**src/rtl/ldst_request_issuer_pkg.sv**
```systemverilog
// rtl/ldst_request_issuer_pkg.sv - shared types and constants for the load/store request issuer
package ldst_request_issuer_pkg;

  localparam int ID_W       = 4;
  localparam int DEF_DEPTH  = 16;
  localparam int DEF_ADDR_W = 32;
  localparam int DEF_DATA_W = 32;

  typedef enum logic [1:0] {
    ST_FREE   = 2'd0,
    ST_WAIT   = 2'd1,
    ST_ISSUED = 2'd2,
    ST_DONE   = 2'd3
  } entry_state_e;

  typedef struct packed {
    entry_state_e            state;
    logic                    rw;
    logic [DEF_ADDR_W-1:0]   addr;
    logic [DEF_DATA_W-1:0]   data;
  } entry_t;

  // Wrap at DEPTH-1 rather than relying on ID_W overflow, so smaller rings work.
  function automatic logic [ID_W-1:0] ptr_next(input logic [ID_W-1:0] p, input int depth);
    return (p == ID_W'(depth - 1)) ? '0 : p + 1'b1;
  endfunction

endpackage

```
**src/rtl/ldst_request_issuer_if.sv**
```systemverilog
// rtl/ldst_request_issuer_if.sv - pipeline, memory_system and retire signal bundle
interface ldst_request_issuer_if #(
  parameter int ADDR_W = 32,
  parameter int DATA_W = 32
);
  import ldst_request_issuer_pkg::*;

  logic              enq_valid_in;
  logic              enq_rw_in;
  logic [ADDR_W-1:0] enq_addr_in;
  logic [DATA_W-1:0] enq_data_in;
  logic              enq_ready_out;
  logic [ID_W-1:0]   enq_id_out;

  logic              mem_valid_out;
  logic              mem_rw_out;
  logic [ADDR_W-1:0] mem_addr_out;
  logic [DATA_W-1:0] mem_data_out;
  logic [ID_W-1:0]   mem_id_out;
  logic              mem_stall_in;
  logic              mem_ready_in;
  logic [ID_W-1:0]   mem_id_in;
  logic [DATA_W-1:0] mem_data_in;

  logic              ret_valid_out;
  logic              ret_rw_out;
  logic [ID_W-1:0]   ret_id_out;
  logic [DATA_W-1:0] ret_data_out;

  logic [ID_W:0]     count_out;
  logic              err_out;

  modport slave (
    input  enq_valid_in, enq_rw_in, enq_addr_in, enq_data_in,
    output enq_ready_out, enq_id_out,
    output mem_valid_out, mem_rw_out, mem_addr_out, mem_data_out, mem_id_out,
    input  mem_stall_in, mem_ready_in, mem_id_in, mem_data_in,
    output ret_valid_out, ret_rw_out, ret_id_out, ret_data_out,
    output count_out, err_out
  );

  modport master (
    output enq_valid_in, enq_rw_in, enq_addr_in, enq_data_in,
    input  enq_ready_out, enq_id_out,
    input  mem_valid_out, mem_rw_out, mem_addr_out, mem_data_out, mem_id_out,
    output mem_stall_in, mem_ready_in, mem_id_in, mem_data_in,
    input  ret_valid_out, ret_rw_out, ret_id_out, ret_data_out,
    input  count_out, err_out
  );

endinterface

```
**src/rtl/ldst_request_issuer_ring_ptr.sv**
```systemverilog
// rtl/ldst_request_issuer_ring_ptr.sv - wrap-around ring pointer with increment enable
module ldst_ring_ptr
  import ldst_request_issuer_pkg::*;
#(
  parameter int DEPTH = 16
) (
  input  logic            clk,
  input  logic            reset_n,
  input  logic            inc,
  output logic [ID_W-1:0] ptr
);

  always_ff @(posedge clk or negedge reset_n) begin
    if (!reset_n) begin
      ptr <= '0;
    end else if (inc) begin
      ptr <= ptr_next(ptr, DEPTH);
    end
  end

endmodule

```
**src/rtl/ldst_request_issuer.sv**
```systemverilog
// rtl/ldst_request_issuer.sv - in-order load/store queue: enqueue, issue, match responses, retire
module ldst_request_issuer
  import ldst_request_issuer_pkg::*;
#(
  parameter int DEPTH  = DEF_DEPTH,
  parameter int ADDR_W = DEF_ADDR_W,
  parameter int DATA_W = DEF_DATA_W
) (
  input logic                 clk,
  input logic                 reset_n,
  ldst_request_issuer_if.slave bus
);

  localparam logic [ID_W:0] DEPTH_C = (ID_W + 1)'(DEPTH);

  entry_t            entries [DEPTH];
  entry_t            issue_e;
  entry_t            head_e;
  logic [ID_W-1:0]   head;
  logic [ID_W-1:0]   issue;
  logic [ID_W-1:0]   tail;
  logic [ID_W:0]     count;
  logic              err;

  logic [ADDR_W-1:0] enq_addr;
  logic [DATA_W-1:0] enq_data;
  logic [DATA_W-1:0] rsp_data;
  logic [ID_W-1:0]   rsp_id;

  logic              enq_fire;
  logic              issue_fire;
  logic              rsp_hit;
  logic              rsp_fire;
  logic              rsp_miss;
  logic              ret_fire;

  assign enq_addr = bus.enq_addr_in;
  assign enq_data = bus.enq_data_in;
  assign rsp_data = bus.mem_data_in;
  assign rsp_id   = bus.mem_id_in;

  assign issue_e = entries[issue];
  assign head_e  = entries[head];

  assign enq_fire   = bus.enq_valid_in && (count < DEPTH_C);
  assign issue_fire = (issue_e.state == ST_WAIT) && !bus.mem_stall_in;

  // Only an ISSUED entry may accept a response; any other id is a protocol error.
  assign rsp_hit  = ({1'b0, rsp_id} < DEPTH_C) && (entries[rsp_id].state == ST_ISSUED);
  assign rsp_fire = bus.mem_ready_in && rsp_hit;
  assign rsp_miss = bus.mem_ready_in && !rsp_hit;

  assign ret_fire = (head_e.state == ST_DONE);

  ldst_ring_ptr #(.DEPTH(DEPTH)) u_head_ptr (
    .clk     (clk),
    .reset_n (reset_n),
    .inc     (ret_fire),
    .ptr     (head)
  );

  ldst_ring_ptr #(.DEPTH(DEPTH)) u_issue_ptr (
    .clk     (clk),
    .reset_n (reset_n),
    .inc     (issue_fire),
    .ptr     (issue)
  );

  ldst_ring_ptr #(.DEPTH(DEPTH)) u_tail_ptr (
    .clk     (clk),
    .reset_n (reset_n),
    .inc     (enq_fire),
    .ptr     (tail)
  );

  // The four events always target distinct entries, so their writes never collide.
  always_ff @(posedge clk or negedge reset_n) begin
    if (!reset_n) begin
      for (int i = 0; i < DEPTH; i++) begin
        entries[i] <= '0;
      end
      count <= '0;
      err   <= 1'b0;
    end else begin
      if (enq_fire) begin
        entries[tail].state <= ST_WAIT;
        entries[tail].rw    <= bus.enq_rw_in;
        entries[tail].addr  <= enq_addr;
        entries[tail].data  <= enq_data;
      end
      if (issue_fire) begin
        entries[issue].state <= ST_ISSUED;
      end
      if (rsp_fire) begin
        entries[rsp_id].state <= ST_DONE;
        if (!entries[rsp_id].rw) begin
          entries[rsp_id].data <= rsp_data;
        end
      end
      if (ret_fire) begin
        entries[head].state <= ST_FREE;
      end
      count <= count + (ID_W + 1)'(enq_fire) - (ID_W + 1)'(ret_fire);
      if (rsp_miss) begin
        err <= 1'b1;
      end
    end
  end

  assign bus.enq_ready_out = (count < DEPTH_C);
  assign bus.enq_id_out    = tail;

  assign bus.mem_valid_out = (issue_e.state == ST_WAIT);
  assign bus.mem_rw_out    = issue_e.rw;
  assign bus.mem_addr_out  = issue_e.addr;
  assign bus.mem_data_out  = issue_e.data;
  assign bus.mem_id_out    = issue;

  assign bus.ret_valid_out = ret_fire;
  assign bus.ret_rw_out    = head_e.rw;
  assign bus.ret_id_out    = head;
  assign bus.ret_data_out  = head_e.data;

  assign bus.count_out = count;
  assign bus.err_out   = err;

endmodule

```
**src/flat_wrapper.sv**
```systemverilog
// flat-port wrapper written by rule: the top's interface ports become plain ports
module ldst_request_issuer_flat import ldst_request_issuer_pkg::*;
#(
  parameter int DEPTH  = DEF_DEPTH,
  parameter int ADDR_W = DEF_ADDR_W,
  parameter int DATA_W = DEF_DATA_W
)
  (clk, reset_n, bus_enq_valid_in, bus_enq_rw_in, bus_enq_addr_in, bus_enq_data_in, bus_enq_ready_out, bus_enq_id_out, bus_mem_valid_out, bus_mem_rw_out, bus_mem_addr_out, bus_mem_data_out, bus_mem_id_out, bus_mem_stall_in, bus_mem_ready_in, bus_mem_id_in, bus_mem_data_in, bus_ret_valid_out, bus_ret_rw_out, bus_ret_id_out, bus_ret_data_out, bus_count_out, bus_err_out);
  ldst_request_issuer_if #(.ADDR_W(ADDR_W), .DATA_W(DATA_W)) bus_i ();
  input logic clk;
  input logic reset_n;
  input wire logic [$bits(bus_i.enq_valid_in)-1:0] bus_enq_valid_in;
  input wire logic [$bits(bus_i.enq_rw_in)-1:0] bus_enq_rw_in;
  input wire logic [$bits(bus_i.enq_addr_in)-1:0] bus_enq_addr_in;
  input wire logic [$bits(bus_i.enq_data_in)-1:0] bus_enq_data_in;
  output wire logic [$bits(bus_i.enq_ready_out)-1:0] bus_enq_ready_out;
  output wire logic [$bits(bus_i.enq_id_out)-1:0] bus_enq_id_out;
  output wire logic [$bits(bus_i.mem_valid_out)-1:0] bus_mem_valid_out;
  output wire logic [$bits(bus_i.mem_rw_out)-1:0] bus_mem_rw_out;
  output wire logic [$bits(bus_i.mem_addr_out)-1:0] bus_mem_addr_out;
  output wire logic [$bits(bus_i.mem_data_out)-1:0] bus_mem_data_out;
  output wire logic [$bits(bus_i.mem_id_out)-1:0] bus_mem_id_out;
  input wire logic [$bits(bus_i.mem_stall_in)-1:0] bus_mem_stall_in;
  input wire logic [$bits(bus_i.mem_ready_in)-1:0] bus_mem_ready_in;
  input wire logic [$bits(bus_i.mem_id_in)-1:0] bus_mem_id_in;
  input wire logic [$bits(bus_i.mem_data_in)-1:0] bus_mem_data_in;
  output wire logic [$bits(bus_i.ret_valid_out)-1:0] bus_ret_valid_out;
  output wire logic [$bits(bus_i.ret_rw_out)-1:0] bus_ret_rw_out;
  output wire logic [$bits(bus_i.ret_id_out)-1:0] bus_ret_id_out;
  output wire logic [$bits(bus_i.ret_data_out)-1:0] bus_ret_data_out;
  output wire logic [$bits(bus_i.count_out)-1:0] bus_count_out;
  output wire logic [$bits(bus_i.err_out)-1:0] bus_err_out;
  assign bus_i.enq_valid_in = bus_enq_valid_in;
  assign bus_i.enq_rw_in = bus_enq_rw_in;
  assign bus_i.enq_addr_in = bus_enq_addr_in;
  assign bus_i.enq_data_in = bus_enq_data_in;
  assign bus_enq_ready_out = bus_i.enq_ready_out;
  assign bus_enq_id_out = bus_i.enq_id_out;
  assign bus_mem_valid_out = bus_i.mem_valid_out;
  assign bus_mem_rw_out = bus_i.mem_rw_out;
  assign bus_mem_addr_out = bus_i.mem_addr_out;
  assign bus_mem_data_out = bus_i.mem_data_out;
  assign bus_mem_id_out = bus_i.mem_id_out;
  assign bus_i.mem_stall_in = bus_mem_stall_in;
  assign bus_i.mem_ready_in = bus_mem_ready_in;
  assign bus_i.mem_id_in = bus_mem_id_in;
  assign bus_i.mem_data_in = bus_mem_data_in;
  assign bus_ret_valid_out = bus_i.ret_valid_out;
  assign bus_ret_rw_out = bus_i.ret_rw_out;
  assign bus_ret_id_out = bus_i.ret_id_out;
  assign bus_ret_data_out = bus_i.ret_data_out;
  assign bus_count_out = bus_i.count_out;
  assign bus_err_out = bus_i.err_out;
  ldst_request_issuer #(.DEPTH(DEPTH), .ADDR_W(ADDR_W), .DATA_W(DATA_W)) u_core (.clk(clk), .reset_n(reset_n), .bus(bus_i));
endmodule
```
**config.mk**
```make
export PLATFORM = sky130hd
export DESIGN_NAME = ldst_request_issuer_flat
export DESIGN_NICKNAME = d
export VERILOG_FILES = /design/src/rtl/ldst_request_issuer_pkg.sv /design/src/rtl/ldst_request_issuer_if.sv /design/src/rtl/ldst_request_issuer_ring_ptr.sv /design/src/rtl/ldst_request_issuer.sv /design/src/flat_wrapper.sv
export SDC_FILE = /design/constraint.sdc
export NUM_CORES = 2
export LEC_CHECK = 0
export CELL_PAD_IN_SITES_DETAIL_PLACEMENT = 0
export CELL_PAD_IN_SITES_GLOBAL_PLACEMENT = 1
export CORE_UTILIZATION = 52
export CTS_CLUSTER_SIZE = 25
export DETAILED_ROUTE_END_ITERATION = 8
export PLACE_DENSITY_LB_ADDON = 0.1
export SLEW_MARGIN = 5
export SYNTH_ARGS = -nofsm -noshare
export SYNTH_HDL_FRONTEND = slang
export SYNTH_SLANG_ARGS = --single-unit
```
**constraint.sdc**
```tcl
create_clock -name clk -period 3.9 [get_ports clk]
set_input_delay 0.975 -clock clk [delete_from_list [all_inputs] [get_ports clk]]
set_output_delay 0.975 -clock clk [all_outputs]
set_load 0.05 [all_outputs]
```
Yosys cells after proc, flatten, opt, wreduce, memory -nomap -nowiden

Cells that the tools add are included.

Flip-flop bits (word level): 1090
Bits of input ports: 106

Add/subtract/negate cells: 5
Magnitude comparators: 9
Equality and inequality tests: 6
Muxes and demuxes: 41
Bitwise operators: 4
Reduce and logical (&&, ||, !) cells: 10

Operators with widths:

| operator                                            | number |
|---|---|
| bitwise mux 1072 bit                                | 8 |
| two-way mux 1072 bit                                | 5 |
| demux 67 bit (select 4 bit)                         | 8 |
| binary-select mux 67 bit (select 4 bit)             | 3 |
| two-way mux 67 bit                                  | 10 |
| two-way mux 65 bit                                  | 1 |
| two-way mux 32 bit                                  | 2 |
| two-way mux 64 bit                                  | 1 |
| >= comparator 5 bit (second input constant)         | 4 |
| < comparator 5 x 1 -> 1 bit (second input constant) | 4 |
| inverter 4 -> 5 bit                                 | 4 |
| adder 4 x 1 -> 4 bit (second input constant)        | 3 |
| == test 4 bit (second input constant)               | 3 |
| two-way mux 4 bit                                   | 3 |
| logical AND 1 bit                                   | 8 |
| adder 5 x 1 -> 5 bit                                | 1 |
| < comparator 5 bit (second input constant)          | 1 |
| subtractor 5 x 1 -> 5 bit                           | 1 |
| == test 2 bit (second input constant)               | 2 |
| == test 2 x 1 -> 1 bit (second input constant)      | 1 |
| zero test 1 bit                                     | 2 |

Longest topological paths before layout

Depth in word-level cells: 18
Gate-level depth with buffers: 14
Mapped depth without buffers: 11

Cells and area by module

From an unflattened synthesis, not the netlist that was laid out.

Cell total of the unflattened synthesis: 4485
Area total of the unflattened synthesis: 58207.1 µm²

By module, submodules not included:

| module              | times used | cells an instance | area an instance (µm²) | sequential area each (µm²) |
|---|---|---|---|---|
| ldst_request_issuer | 1          | 4434              | 57666.6                | 26975.9 |
| ldst_ring_ptr       | 3          | 17                | 180.2                  | 100.1 |

Worst setup path before layout

No wires, ideal clock.

Path type: register to output
From: register u_core.u_issue_ptr.ptr[0]
To: output bus_mem_data_out[15]
Data arrival time: 2.890 ns
Data required time: 2.925 ns
Setup slack: 0.035 ns
Cell stages (with the launch flop): 6
Buffers on the path: 3
Path through: dfrtp_1 -> buf_2 -> clkbuf_1 -> clkbuf_1 -> mux4_2 -> mux4_2

Longest elaborated chain between the ends: 4

RTL lines:

| item                                                  | RTL line                           | RTL |
|---|---|---|
| start, declared                                       | ldst_request_issuer_ring_ptr.sv:10 | `output logic [ID_W-1:0] ptr` |
| start signal, assigned                                | ldst_request_issuer_ring_ptr.sv:17 | `ptr <= ptr_next(ptr, DEPTH);` |
| inverter 4 -> 5 bit (implied by the code)             | ldst_request_issuer.sv:42          | `assign issue_e = entries[issue];` |
| binary-select mux 67 bit (select 4 bit)               | ldst_request_issuer.sv:42          |  |
| two-way mux 67 bit (implied by the code) (2 in a row) | ldst_request_issuer.sv:42          |  |
| end, declared                                         | flat_wrapper.sv:21                 | `output wire logic [$bits(bus_i.mem_data_out)-1:0] bus_mem_data_out;` |

No other way between the ends. The select of a mux whose other input is x is not followed.

Worst setup path in the final report

From: register u_core.u_issue_ptr.ptr[0]
To: output bus_mem_data_out[19]

The elaborated chain is that of the path after synthesis.

==> summary.txt <==
Run status
  • Outcome: finished with violations
  • Violations in the final reports: negative setup slack

Synth
  • Proportion of synthesized area in mux cells: 39.1%
  • Top-area cell type share of the netlist area: around 47%
  • Avg Cell Area, Syn: approximately 13 µm²
  • Share of the synthesized area in compound gates (AO/OA/AOI/OAI): just under 6%
  • Count of flip-flops with a built-in enable after synthesis: 0
  • Net count after synthesis: 4591
  • Synthesized cell area: a little under 0.06 mm²
  • Async set-or-reset flop fraction in the synthesized netlist: 100%
  • Arithmetic-cell share of the synthesized area counting full adders, half adders and majority gates: less than 1%
  • Most frequent cell after synthesis: sky130_fd_sc_hd__dfrtp_1
  • Top cell type by total area after synthesis: sky130_fd_sc_hd__dfrtp_1
  • Fraction of the yosys area taken by sequential cells: 46.6%
  • Xor/xnor cell area share of the yosys netlist: less than 1%
  • Cell variety after synth: 63
  • Most common flop cell mapped by yosys: sky130_fd_sc_hd__dfrtp_1
  • Number of flip-flops and latches in the synthesized netlist: ~1100
  • Main combinational cell family by area after synthesis: multiplexers
  • Post-Synthesis Cells: approximately 4500
  • Commonest cells post-synth: 1090 x sky130_fd_sc_hd__dfrtp_1, 536 x sky130_fd_sc_hd__mux2_2, 528 x sky130_fd_sc_hd__mux2i_1
  • Biggest area contributors in the synthesized netlist: sky130_fd_sc_hd__dfrtp_1 47%, sky130_fd_sc_hd__mux4_2 20%, sky130_fd_sc_hd__mux2_2 10%, sky130_fd_sc_hd__mux2i_1 9.0%, sky130_fd_sc_hd__a21oi_1 2.8%
  • Synth Area in Simple Gates: between 4 and 5%
  • Ys Warns: 0

STA
  • Number of endpoints with negative hold slack in the final report: 0
  • Final critical path time including I/O delays and setup: 4060 ps
  • Worst relative slew slack: approximately 28%
  • Actual transition at the worst max-transition pin: between 1000 and 1500 ps
  • Aggregate negative setup slack: -2830 ps
  • Setup skew after layout: about 28 ps
  • Part of the cycle the worst path needs: 104%
  • Setup violations, final: roughly 50
  • Final setup margin: -156 ps
  • RSZ-0062 raised after global routing: true
  • Final count of pins violating max slew: 0
  • Max Freq: around 250 MHz

Critical path
  • CP max stage delay: between 600 and 700 ps
  • Top cell family by delay on the critical path: multiplexers
  • CP Buf/Inv Count: 4
  • Worst Path Required: ~2900 ps
  • Type of the setup path with the least slack: reg -> out
  • Cell-by-cell trace of the critical path: buf_12 > buf_16 > buf_16 > mux4_2 > mux4_2 > buf_8
  • Category of the worst setup path launch point: flop
  • Worst Setup End Kind: output pin
  • Slowest library cell on the worst path: sky130_fd_sc_hd__mux4_2
  • Arrival time of the worst setup path: between 3000 and 4000 ps
  • Maximum fanout encountered on the critical timing path: 8

Floorplanning
  • Initial Util: between 50% and 60%
  • Standard-cell row count: between 100 and 150
  • Width of the die: around 340 µm
  • Die footprint: around 0.11 mm²
  • DIE HEIGHT: ~340 µm
  • Core footprint: roughly 0.11 mm²
  • I/O pin cnt: around 230

Flow run
  • # Max-Cap Violations: 0

Global route
  • Total track usage: 34.0%
  • Initial antenna violation count: 15
  • Via count of the first global-routing pass: 40484
  • Final global-route overflow total: 0
  • Global-route wire length before repair: 283 mm
  • Maximum number of pins on one net before global-route repair: 115

Placement
  • Hpwl dp: 111 mm
  • Post-Place Cells: a little under 6000
  • Routability cong.: between 0.8 and 0.9
  • Total of buffers placed on input and output ports: around 220

Pwr
  • Highest ir drop seen on vdd: 0.00122 V
  • PwrDens: 947 mW/mm²
  • Leakage dissipation: around 0.029 µW

Clock network
  • Max Buffers Root-to-Sink: 3
  • Number of clock sinks: 1090
  • TritonCTS clock tree: built
  • Clock H-tree levels: 3
  • Root Buffer Master: sky130_fd_sc_hd__clkbuf_16
  • Clock latency on the worst-skew pair: 730 ps
  • Hold buffer count at CTS: 0
  • Clock buffer count from CTS: approximately 120
  • Clock slew seen by the registers of the worst setup and hold paths: roughly 70 ps

Drt
  • Post-DRT Antenna Nets: 0
  • Vias per Instance: roughly 6.5
  • First drt pass iteration count: 6
  • Drt initial violations: approximately 4200
  • Total wirelength of the detailed-routed design: ~190 mm
  • Post-detailed-route wirelength per cell: roughly 31 µm
  • Routed via count: around 40000
  • Remaining routing DRC violations: 0

Min path
  • Path type of the worst min-delay path: in -> async

Layout
  • Area Growth Syn to Fin: 19.2%
  • Nets: 4741
  • Fraction of layout instances using a drive strength above 1: 35.6%
  • Count of placed standard cells in the final layout, fillers left out: approximately 6200
==> cells in the final DEF, fill, tap and decap left out, types with 15 or more instances in the layout <==
cell / netlist / layout
sky130_fd_sc_hd__a22oi_1: 15 / 15
sky130_fd_sc_hd__mux2i_1: 528 / 528
sky130_fd_sc_hd__dfrtp_1: 1090 / 1083
sky130_fd_sc_hd__mux4_2: 511 / 511
sky130_fd_sc_hd__buf_8: 0 / 29
sky130_fd_sc_hd__ha_1: 17 / 17
sky130_fd_sc_hd__nor2_4: 0 / 17
sky130_fd_sc_hd__inv_1: 19 / 19
sky130_fd_sc_hd__buf_4: 1 / 114
sky130_fd_sc_hd__clkdlybuf4s50_1: 0 / 123
sky130_fd_sc_hd__nand2_1: 248 / 246
sky130_fd_sc_hd__a21oi_1: 333 / 333
sky130_fd_sc_hd__clkbuf_1: 258 / 23
sky130_fd_sc_hd__o21ai_0: 209 / 209
sky130_fd_sc_hd__mux2_2: 536 / 536
sky130_fd_sc_hd__nor2_1: 346 / 334
sky130_fd_sc_hd__clkbuf_8: 0 / 30
sky130_fd_sc_hd__buf_16: 0 / 41
sky130_fd_sc_hd__clkinv_2: 0 / 23
sky130_fd_sc_hd__clkbuf_16: 0 / 124
sky130_fd_sc_hd__buf_12: 0 / 112
sky130_fd_sc_hd__buf_6: 2 / 77
==> final timing paths <==
| check | startpoint | to | slack [ps] | cells after the start |
|---|---|---|---|---|
| hold reg to reg | flop | flop | 500 | 1 |
| setup reg to reg | u_core.u_head_ptr.ptr[1] | u_core.bus.count_out[4] | 510 | 12 |
| hold / removal | reset_n | async pin | 250 | 1 |
| min in group clk | flop | flop | 500 | 1 |
| setup / recovery | u_core.u_issue_ptr.ptr[0] | bus_mem_data_out[19] | -160 | 6 |
| max in group asynchronous | reset_n | u_core.entries[139] | 2590 | 2 |
==> logic make-up (layout without fill, tap and decap cells) <==
family          Yosys count  in the layout
flops                  1090           1090
buf+inv                 500            743
fa+ha+maj                18             18
mux                    1576           1576
simple gates            659            659
other cells               0              8
compound gates          618            618
xor+xnor                  6              6
==> metal layers <==
layer	GRT usage, %	up-vias	part of all wire, %
met5	0	-	0.031
li1	-	16946	-
met4	8.93	8	2.6
met1	50.0	21179	43
met3	5.63	283	7.6
met2	52.8	1723	47
==> area by class of cell <==
class                           count  area [µm²]
Fill cell                        8513       41400
Multi-Input combinational cell   2877       29500
Sequential cell                  1090       27300
Timing Repair Buffer              504        6940
Clock buffer                      173        3500
Tap cell                         1488        1860
Clock inverter                     41         472
Inverter                           24         133
Antenna cell                        8        20.0
Timing Repair inverter              1        8.76
==> power by group <==
group          leakage, µW  switching (µW)  internal (µW)
clock network      0.00197            4840           6730
logic               0.0136           17000          17600
registers           0.0139            3670          16300
==> stage by stage <==
step | total power (µW) | hold slack [ps] | utilization, % | instance area (µm²) | setup WS [ps]
finish | 66000 | 246 | 62.7 | 69700 | -156
global route | 68900 | 244 | 62.7 | 69700 | -191
CTS | 65900 | 222 | 62.7 | 69600 | -169
detailed placement | 50700 | 484 | 57.2 | 63500 | 136
global placement | 50100 | 481 | 57.2 | 63500 | 153
floorplan | 40700 | 469 | - | 58500 | 34.9
==> what timing repair did <==
item | in CTS | in global routing
pin swaps | 0 | 1
cloned | 33 | 4
setup buffers | 53 | 10
endpoints found under the setup margin | 100 | 99
gates resized for setup | 211 | 38
(Power assumes the default switching activity.)
